File: src/rtl/rv_pkg.sv
// rv_pkg: shared definitions for the RV32I memory stage.
//   - funct3 encodings for the load/store access sizes
//   - fault cause codes reported on o_fault_cause
//   - mau_state_t, the memory access unit state encoding
//   - small classification helpers used when a new access is presented
package rv_pkg;

  // Load/store funct3 encodings
  localparam logic [2:0] F3_B  = 3'b000;
  localparam logic [2:0] F3_H  = 3'b001;
  localparam logic [2:0] F3_W  = 3'b010;
  localparam logic [2:0] F3_BU = 3'b100;
  localparam logic [2:0] F3_HU = 3'b101;

  // Fault cause codes
  localparam logic [1:0] CAUSE_NONE     = 2'b00;
  localparam logic [1:0] CAUSE_MISALIGN = 2'b01;
  localparam logic [1:0] CAUSE_TIMEOUT  = 2'b10;
  localparam logic [1:0] CAUSE_ILLEGAL  = 2'b11;

  typedef enum logic [1:0] {
    IDLE = 2'b00,
    REQ  = 2'b01,
    WAIT = 2'b10
  } mau_state_t;

  // Stores only exist in B/H/W; loads additionally have the unsigned B/H forms.
  function automatic logic f3_legal(input logic [2:0] f3, input logic is_store);
    logic ok;
    case (f3)
      F3_B, F3_H, F3_W: ok = 1'b1;
      F3_BU, F3_HU:     ok = ~is_store;
      default:          ok = 1'b0;
    endcase
    return ok;
  endfunction

  // Halfwords need an even address, words need a 4-byte aligned address.
  function automatic logic f3_misaligned(input logic [2:0] f3, input logic [1:0] addr_lo);
    logic mis;
    case (f3)
      F3_H, F3_HU: mis = addr_lo[0];
      F3_W:        mis = (addr_lo != 2'b00);
      default:     mis = 1'b0;
    endcase
    return mis;
  endfunction

endpackage

File: src/rtl/mem_load_align.sv
// mem_load_align: picks the addressed byte/halfword out of a 32-bit read word
// and sign- or zero-extends it according to funct3. Purely combinational.
// Ports:
//   i_rdata   in  32  word returned by memory
//   i_addr_lo in  2   low address bits of the access
//   i_funct3  in  3   load size/sign
//   o_data    out 32  extended load result
module mem_load_align
  import rv_pkg::*;
(
  input  logic [31:0] i_rdata,
  input  logic [1:0]  i_addr_lo,
  input  logic [2:0]  i_funct3,
  output logic [31:0] o_data
);

  logic [7:0]  w_byte;
  logic [15:0] w_half;

  // Lane selection: byte by both low bits, halfword by addr[1] only
  always_comb begin
    w_byte = i_rdata[{i_addr_lo, 3'b000} +: 8];
    w_half = i_rdata[{i_addr_lo[1], 4'b0000} +: 16];
  end

  // Extension according to access type
  always_comb begin
    case (i_funct3)
      F3_B:    o_data = {{24{w_byte[7]}}, w_byte};
      F3_H:    o_data = {{16{w_half[15]}}, w_half};
      F3_BU:   o_data = {24'h000000, w_byte};
      F3_HU:   o_data = {16'h0000, w_half};
      default: o_data = i_rdata;
    endcase
  end

endmodule

File: src/rtl/mem_access_unit.sv
// mem_access_unit: RV32I memory stage. Accepts one load/store from execute,
// issues it to data memory over a req/ready + rvalid handshake, stalls the
// pipeline while the access is in flight and returns extended load data.
// Ports:
//   i_clk, i_rst          clock, asynchronous active-low reset
//   i_valid               execute presents a memory instruction
//   i_mem_read/i_mem_write  load / store
//   i_funct3, i_addr, i_store_data  access description
//   o_busy                stall request
//   o_done, o_fault       completion pulse, fault pulse (with o_done)
//   o_mem_data_out        load result, held until the next o_done
//   o_fault_cause         00 ok, 01 misaligned, 10 timeout, 11 illegal funct3
//   o_dmem_*              request channel to data memory (word address, mask)
//   i_dmem_ready          memory accepts the request
//   i_dmem_rvalid/rdata   read response
module mem_access_unit
  import rv_pkg::*;
#(
  parameter int unsigned TIMEOUT_CYCLES = 256,
  parameter int unsigned CNT_W          = 9
) (
  input  logic        i_clk,
  input  logic        i_rst,
  input  logic        i_valid,
  input  logic        i_mem_read,
  input  logic        i_mem_write,
  input  logic [2:0]  i_funct3,
  input  logic [31:0] i_addr,
  input  logic [31:0] i_store_data,
  output logic        o_busy,
  output logic        o_done,
  output logic [31:0] o_mem_data_out,
  output logic        o_fault,
  output logic [1:0]  o_fault_cause,
  output logic        o_dmem_req,
  output logic        o_dmem_we,
  output logic [31:0] o_dmem_addr,
  output logic [31:0] o_dmem_wdata,
  output logic [3:0]  o_dmem_mask,
  input  logic        i_dmem_ready,
  input  logic        i_dmem_rvalid,
  input  logic [31:0] i_dmem_rdata
);

  // Counter value in the last allowed REQ/WAIT cycle
  localparam int unsigned TO_LAST_I = (TIMEOUT_CYCLES == 32'd0) ? 32'd0 : TIMEOUT_CYCLES - 32'd1;
  localparam logic [CNT_W-1:0] TO_LAST = CNT_W'(TO_LAST_I);
  localparam logic TO_EN = (TIMEOUT_CYCLES != 32'd0);

  mau_state_t        r_state;
  mau_state_t        w_next_state;
  logic [CNT_W-1:0]  r_cnt;
  logic              r_is_store;
  logic [31:0]       r_addr;
  logic [1:0]        r_addr_lo;
  logic [2:0]        r_funct3;
  logic [31:0]       r_wdata;
  logic [3:0]        r_mask;
  logic              r_done;
  logic              r_fault;
  logic [1:0]        r_cause;
  logic [31:0]       r_data_out;

  logic              w_start;
  logic              w_illegal;
  logic              w_misalign;
  logic              w_timeout;
  logic [31:0]       w_load_word;
  logic [31:0]       w_st_wdata;
  logic [3:0]        w_st_mask;

  // Classification of the instruction presented by execute
  always_comb begin
    w_start    = i_valid & (i_mem_read | i_mem_write);
    w_illegal  = ~f3_legal(i_funct3, i_mem_write);
    w_misalign = f3_misaligned(i_funct3, i_addr[1:0]);
    w_timeout  = TO_EN && (r_cnt == TO_LAST);
  end

  // Store lane steering: data replicated across lanes, mask selects the bytes
  always_comb begin
    case (i_funct3)
      F3_B: begin
        w_st_wdata = {4{i_store_data[7:0]}};
        w_st_mask  = 4'b0001 << i_addr[1:0];
      end
      F3_H: begin
        w_st_wdata = {2{i_store_data[15:0]}};
        w_st_mask  = 4'b0011 << {i_addr[1], 1'b0};
      end
      default: begin
        w_st_wdata = i_store_data;
        w_st_mask  = 4'b1111;
      end
    endcase
  end

  mem_load_align u_load_align (
    .i_rdata   (i_dmem_rdata),
    .i_addr_lo (r_addr_lo),
    .i_funct3  (r_funct3),
    .o_data    (w_load_word)
  );

  // FSM state register
  always_ff @(posedge i_clk or negedge i_rst) begin
    if (!i_rst) begin
      r_state <= IDLE;
    end else begin
      r_state <= w_next_state;
    end
  end

  // FSM next-state logic; a completion in the final cycle wins over timeout
  always_comb begin
    w_next_state = r_state;
    case (r_state)
      IDLE: begin
        if (w_start && !w_illegal && !w_misalign) begin
          w_next_state = REQ;
        end else begin
          w_next_state = IDLE;
        end
      end
      REQ: begin
        if (i_dmem_ready) begin
          w_next_state = r_is_store ? IDLE : WAIT;
        end else if (w_timeout) begin
          w_next_state = IDLE;
        end else begin
          w_next_state = REQ;
        end
      end
      WAIT: begin
        if (i_dmem_rvalid || w_timeout) begin
          w_next_state = IDLE;
        end else begin
          w_next_state = WAIT;
        end
      end
      default: w_next_state = IDLE;
    endcase
  end

  // FSM outputs: stall and request strobe
  always_comb begin
    case (r_state)
      IDLE: begin
        o_busy     = w_start;
        o_dmem_req = 1'b0;
      end
      REQ: begin
        o_busy     = 1'b1;
        o_dmem_req = 1'b1;
      end
      WAIT: begin
        o_busy     = 1'b1;
        o_dmem_req = 1'b0;
      end
      default: begin
        o_busy     = 1'b0;
        o_dmem_req = 1'b0;
      end
    endcase
  end

  // Timeout counter: held at zero in IDLE so entering REQ starts from zero
  always_ff @(posedge i_clk or negedge i_rst) begin
    if (!i_rst) begin
      r_cnt <= '0;
    end else if (r_state == IDLE) begin
      r_cnt <= '0;
    end else begin
      r_cnt <= r_cnt + CNT_W'(1);
    end
  end

  // Request latching, completion/fault pulses and held result registers
  always_ff @(posedge i_clk or negedge i_rst) begin
    if (!i_rst) begin
      r_is_store <= 1'b0;
      r_addr     <= 32'h0000_0000;
      r_addr_lo  <= 2'b00;
      r_funct3   <= 3'b000;
      r_wdata    <= 32'h0000_0000;
      r_mask     <= 4'b0000;
      r_done     <= 1'b0;
      r_fault    <= 1'b0;
      r_cause    <= CAUSE_NONE;
      r_data_out <= 32'h0000_0000;
    end else begin
      r_done  <= 1'b0;
      r_fault <= 1'b0;
      case (r_state)
        IDLE: begin
          if (w_start) begin
            if (w_illegal) begin
              r_done  <= 1'b1;
              r_fault <= 1'b1;
              r_cause <= CAUSE_ILLEGAL;
            end else if (w_misalign) begin
              r_done  <= 1'b1;
              r_fault <= 1'b1;
              r_cause <= CAUSE_MISALIGN;
            end else begin
              r_is_store <= i_mem_write;
              r_addr     <= {i_addr[31:2], 2'b00};
              r_addr_lo  <= i_addr[1:0];
              r_funct3   <= i_funct3;
              r_wdata    <= i_mem_write ? w_st_wdata : 32'h0000_0000;
              r_mask     <= i_mem_write ? w_st_mask : 4'b1111;
            end
          end
        end
        REQ: begin
          if (i_dmem_ready) begin
            if (r_is_store) begin
              r_done  <= 1'b1;
              r_cause <= CAUSE_NONE;
            end
          end else if (w_timeout) begin
            r_done  <= 1'b1;
            r_fault <= 1'b1;
            r_cause <= CAUSE_TIMEOUT;
          end
        end
        WAIT: begin
          if (i_dmem_rvalid) begin
            r_done     <= 1'b1;
            r_cause    <= CAUSE_NONE;
            r_data_out <= w_load_word;
          end else if (w_timeout) begin
            r_done  <= 1'b1;
            r_fault <= 1'b1;
            r_cause <= CAUSE_TIMEOUT;
          end
        end
        default: r_done <= 1'b0;
      endcase
    end
  end

  assign o_done         = r_done;
  assign o_fault        = r_fault;
  assign o_fault_cause  = r_cause;
  assign o_mem_data_out = r_data_out;
  assign o_dmem_we      = r_is_store;
  assign o_dmem_addr    = r_addr;
  assign o_dmem_wdata   = r_wdata;
  assign o_dmem_mask    = r_mask;

endmodule

File: config.mk
export PLATFORM = sky130hd
export DESIGN_NAME = mem_access_unit
export DESIGN_NICKNAME = d
export VERILOG_FILES = /design/src/rtl/rv_pkg.sv /design/src/rtl/mem_load_align.sv /design/src/rtl/mem_access_unit.sv
export SDC_FILE = /design/constraint.sdc
export NUM_CORES = 1
export LEC_CHECK = 0
export ABC_CLOCK_PERIOD_IN_PS = 4200
export CORE_UTILIZATION = 48
export DETAILED_ROUTE_END_ITERATION = 6
export PLACE_DENSITY = 0.86
export SETUP_SLACK_MARGIN = 0.5
export SYNTH_ARGS = -nofsm -noshare
export SYNTH_HDL_FRONTEND = slang
export SYNTH_SLANG_ARGS = --single-unit
File: constraint.sdc
create_clock -name i_clk -period 4.2 [get_ports i_clk]
set_input_delay 0.84 -clock i_clk [delete_from_list [all_inputs] [get_ports i_clk]]
set_output_delay 0.84 -clock i_clk [all_outputs]
set_load 0.01 [all_outputs]
==> flow_results.org <==
** Run status
- Run status :: complete, but fails checks
- Violated checks :: design-rule violations

** Power
- Total Power Consumption :: 5.28 mW
- Total leakage power :: 3.77 nW
- The worst-case IR drop observed on VDD is 309 uV.
- Total power divided by cell area :: 617 nW/um^2

** Cells and area
- Layout cells sized above 1 :: 0.139
- Count of fill cells added during filler insertion :: 791
- With fillers left out, the area of the finished cells amounts to 8560 um^2.
- Filler-free cell count of the finished design :: 918
- The final layout contains 874 nets.
- Layout Area Growth over Synthesis :: 48.1%
- Once layout is complete, the utilization of the core stands at 0.740.
- 0 antenna diodes ended up in the layout.

** Yosys
- Multiplexer area fraction after synthesis :: 0.142
- Seq/Total Area, Yosys :: 0.515
- Yosys attributes the largest share of cell area to sky130_fd_sc_hd__dfrtp_1 52%, sky130_fd_sc_hd__mux2_4 9.1%, sky130_fd_sc_hd__nand2_1 5.6%.
- Parity-gate share of the synthesized area counting xor and xnor cells :: 0.00606
- Synthesis instantiated 43 different standard cells from the library.
- In the synthesized netlist the dominant register cell turns out to be sky130_fd_sc_hd__dfrtp_1.
- Of the post-synthesis cell area, the dominant cell type holds 0.515.
- The synthesized netlist occupies a cell area of 5780 um^2.
- Adder and majority cell fraction of the synthesized area :: 0.0130
- After synthesis, the largest family of logic cells by area is compound AO/OA/AOI/OAI gates.
- Leading area contributor after synthesis :: sky130_fd_sc_hd__dfrtp_1
- Count of flip-flops with a built-in enable after synthesis :: 0
- Number of synthesized register bits :: 119
- Simple logic cell fraction of the synthesized area :: 0.140
- Share of flip-flops with an asynchronous set or reset after synthesis :: 1.00
- Synthesis produced a netlist whose cell count is 562.
- The post-synthesis compound-gate area fraction came to 0.145.
- Yosys Warn Count :: 0
- Average cell area after synthesis :: 10.3 um^2

** Clocking
- Post CTS Setup Buffer Count :: 0
- CTS resizes :: 0
- Insertion delay to the later sink of the worst-skew pair :: 0.40 ns
- CTS placed an instance of sky130_fd_sc_hd__clkbuf_16 at the clock tree root.
- In this run the deepest clock path goes through 2 buffers.
- TritonCTS clock tree :: done
- TritonCTS created 17 clock buffers.
- CTS saw 119 sinks.
- The number of hold buffers added after CTS was 0.
- H-tree Lvls :: 4
- After clock tree synthesis, the clock-pin slew on the worst setup and hold paths is 0.05 ns.

** Timing
- Across all hold checks on the routed design, the worst slack comes to 0.449 ns.
- Worst slew margin :: 0.492
- Summed over all failing endpoints, the final setup total negative slack is 0 ns.
- Setup violations remaining at the end of the flow were counted as 0.
- For the pin with the worst max-slew slack, the measured transition is 0.763 ns.
- Worst-case setup margin in the final layout :: 1.06 ns
- Fmax :: 0.319 GHz
- Final cycle utilization of the critical path :: 0.747
- The number of max-slew violations in the final report was 0.
- Unrepaired setup endpoints after global routing :: no
- Final hold violation count :: 0
- For the final database, setup skew stands at 0.00787 ns.
- Time the final worst path needs with I/O delays and setup :: 3.14 ns

** Setup path
- For the worst setup path, the data arrival time is 2.30 ns.
- Type of element capturing the critical path :: output pin
- Counting cells, the worst reg-to-reg path comes to 3.
- The critical path is of the input port to output pin type.
- Slack of the worst reg-to-reg path :: 2.00 ns
- For the worst setup path, the data required time is 3.36 ns.
- STA classifies the critical path startpoint as an input port.
- Maximum fanout count along the critical path :: 3
- The startpoint identified for the worst register-to-register timing path is r_addr_lo[1]$_DFFE_PN0P_.
- Capture point of the worst reg-to-reg path :: o_mem_data_out[12]$_DFFE_PN0P_

** Die
- For this configuration, the core starts out at a cell density of 0.500.
- Number of top-level pins :: 213
- Horiz. Die Dim :: 112 um
- The die covers 12500 um^2.
- After floorplanning, the core was sized to cover 11600 um^2.
- Die Height :: 112 um
- In this run the core area contains 39 standard-cell rows.

** Detailed routing
- Dividing the detail-routed via count by the number of cells gives 5.59.
- Number of nets still failing antenna checks after routing :: 0
- Detailed routing inserted a total of 5131 vias.
- In this run, the number of DRC markers left after iteration 0 of detailed routing was 340.
- For this block, the routed nets add up to 17100 um of wire.
- For this run, design rule violations remaining after detail routing come to 15.
- The pre-antenna-repair detailed-routing pass consisted of 7 iterations.
- Average wire per standard cell :: 18.6 um

** GRT
- Global router's overall resource usage :: 0.282
- The first global-routing pass estimated 27400 um of wire.
- Entering global routing, the biggest net connects 97 pins.
- The initial antenna violation count is 0.
- The number of global-route vias before repair is 5392.
- Global routing finished with a remaining overflow of 0.

** Placement
- Final HPWL from detailed placement :: 12300 um
- Number of port buffers :: 210
- Placed standard-cell area :: 7960 um^2
- The congestion estimate from routability-driven global placement came to 0.893.
- Dpl cells :: 886
- At the placement stage, the worst setup path has a slack of 0.892 ns.

** Min path
- The min-delay analysis places its worst path in the category input port to async pin.

** Job
- Across the run, the number of max-cap violations was 0.
[synthesized netlist by cell type (all sizes together), types with 6 or more instances]
master  number
o31ai       24
mux2i        7
mux2        53
a22o         8
inv          8
nor2        50
buf         16
a22oi        7
o21ai       46
dfrtp      119
ha           6
a21oi       38
or2          9
nand2       86
clkbuf      23
or3          9
nand3       22
[flip-flops by register name, indices dropped and copies added, names as in the netlist, 2 cells and up]
| register | flops |
|---|---|
| o_dmem_addr | 30 |
| o_dmem_mask | 4 |
| o_dmem_wdata | 32 |
| o_fault_cause | 2 |
| o_mem_data_out | 32 |
| r_addr_lo | 2 |
| r_cnt | 9 |
| r_funct3 | 3 |
| r_state | 2 |
[power by group]
part           leakage (nW)  internal [mW]  total [mW]  switching, mW
logic                  2.01           1.15        1.99          0.839
registers              1.48           1.54        1.83          0.288
clock network         0.277          0.943        1.46          0.515
total                  3.77           3.63        5.28           1.64
[how the worst max path moves through the flow]
stage	end	slack, ns	from
floorplan	o_dmem_addr[10]$_DFFE_PN0P_	2.10	i_funct3[2]
global placement	o_dmem_addr[28]$_DFFE_PN0P_	0.99	i_mem_write
detailed placement	o_dmem_addr[27]$_DFFE_PN0P_	0.89	i_mem_write
CTS	o_busy	1.06	r_state[0]$_DFF_PN0_
global route	o_busy	0.94	r_state[0]$_DFF_PN0_
finish	o_busy	1.06	i_mem_write
[logic make-up (layout without fill, tap and decap cells)]
kind of cell             after synthesis  count (layout)
AO/OA/AOI/OAI                        137             137
XOR/XNOR                               4               4
adder cells (fa/ha/maj)                6               6
buffers and inverters                 47             259
flip-flops                           119             119
multiplexers                          61              61
other                                  1               2
AND/OR/NAND/NOR                      187             187
[cell type report]
class | count | area [um^2] | area share
Clock buffer | 19 | 443 | 0.0518
Clock inverter | 13 | 155 | 0.0181
Inverter | 8 | 30.0 | 0.00351
Multi-Input combinational cell | 397 | 2590 | 0.303
Sequential cell | 119 | 2980 | 0.348
Tap cell | 143 | 179 | 0.0209
Timing Repair Buffer | 219 | 2180 | 0.255
[critical path, cell delays in order]
cell	delay (ns)
sky130_fd_sc_hd__clkdlybuf4s50_1	0.52
sky130_fd_sc_hd__o211a_1	0.23
sky130_fd_sc_hd__nor2_1	0.06
sky130_fd_sc_hd__nor2_1	0.09
sky130_fd_sc_hd__clkdlybuf4s50_1	0.56
[routing by layer]
| layer | wire length (um) | share of wire | up-vias | track usage |
|---|---|---|---|---|
| li1 | - | - | 2362 | - |
| met1 | 6460 | 0.38 | 2510 | 0.320 |
| met2 | 8780 | 0.51 | 226 | 0.492 |
| met3 | 1450 | 0.085 | 33 | 0.0898 |
| met4 | 416 | 0.024 | 0 | 0.112 |
| met5 | 0 | 0 | - | 0 |
[layout by cell type, fill, tap and decap left out, types with 2 or more instances in the layout]
master,instances
sky130_fd_sc_hd__clkdlybuf4s50_1,209
sky130_fd_sc_hd__dfrtp_1,119
sky130_fd_sc_hd__nand2_1,86
sky130_fd_sc_hd__nor2_1,50
sky130_fd_sc_hd__o21ai_0,45
sky130_fd_sc_hd__a21oi_1,38
sky130_fd_sc_hd__mux2_4,35
sky130_fd_sc_hd__o31ai_1,24
sky130_fd_sc_hd__nand3_1,21
sky130_fd_sc_hd__mux2_2,18
sky130_fd_sc_hd__clkbuf_16,17
sky130_fd_sc_hd__or2_2,9
sky130_fd_sc_hd__or3_1,9
sky130_fd_sc_hd__buf_4,9
sky130_fd_sc_hd__inv_1,8
sky130_fd_sc_hd__a22o_1,8
sky130_fd_sc_hd__mux2i_1,7
sky130_fd_sc_hd__a22oi_1,7
sky130_fd_sc_hd__ha_1,6
sky130_fd_sc_hd__clkinvlp_4,6
sky130_fd_sc_hd__clkinv_2,4
sky130_fd_sc_hd__xor2_1,3
sky130_fd_sc_hd__nor2b_1,3
sky130_fd_sc_hd__a31oi_1,3
sky130_fd_sc_hd__bufinv_16,3
sky130_fd_sc_hd__nand2b_1,2
sky130_fd_sc_hd__o22a_1,2
sky130_fd_sc_hd__o21ba_2,2
sky130_fd_sc_hd__a21o_1,2
sky130_fd_sc_hd__and2_1,2
sky130_fd_sc_hd__conb_1,2
(Power assumes the default switching activity.)
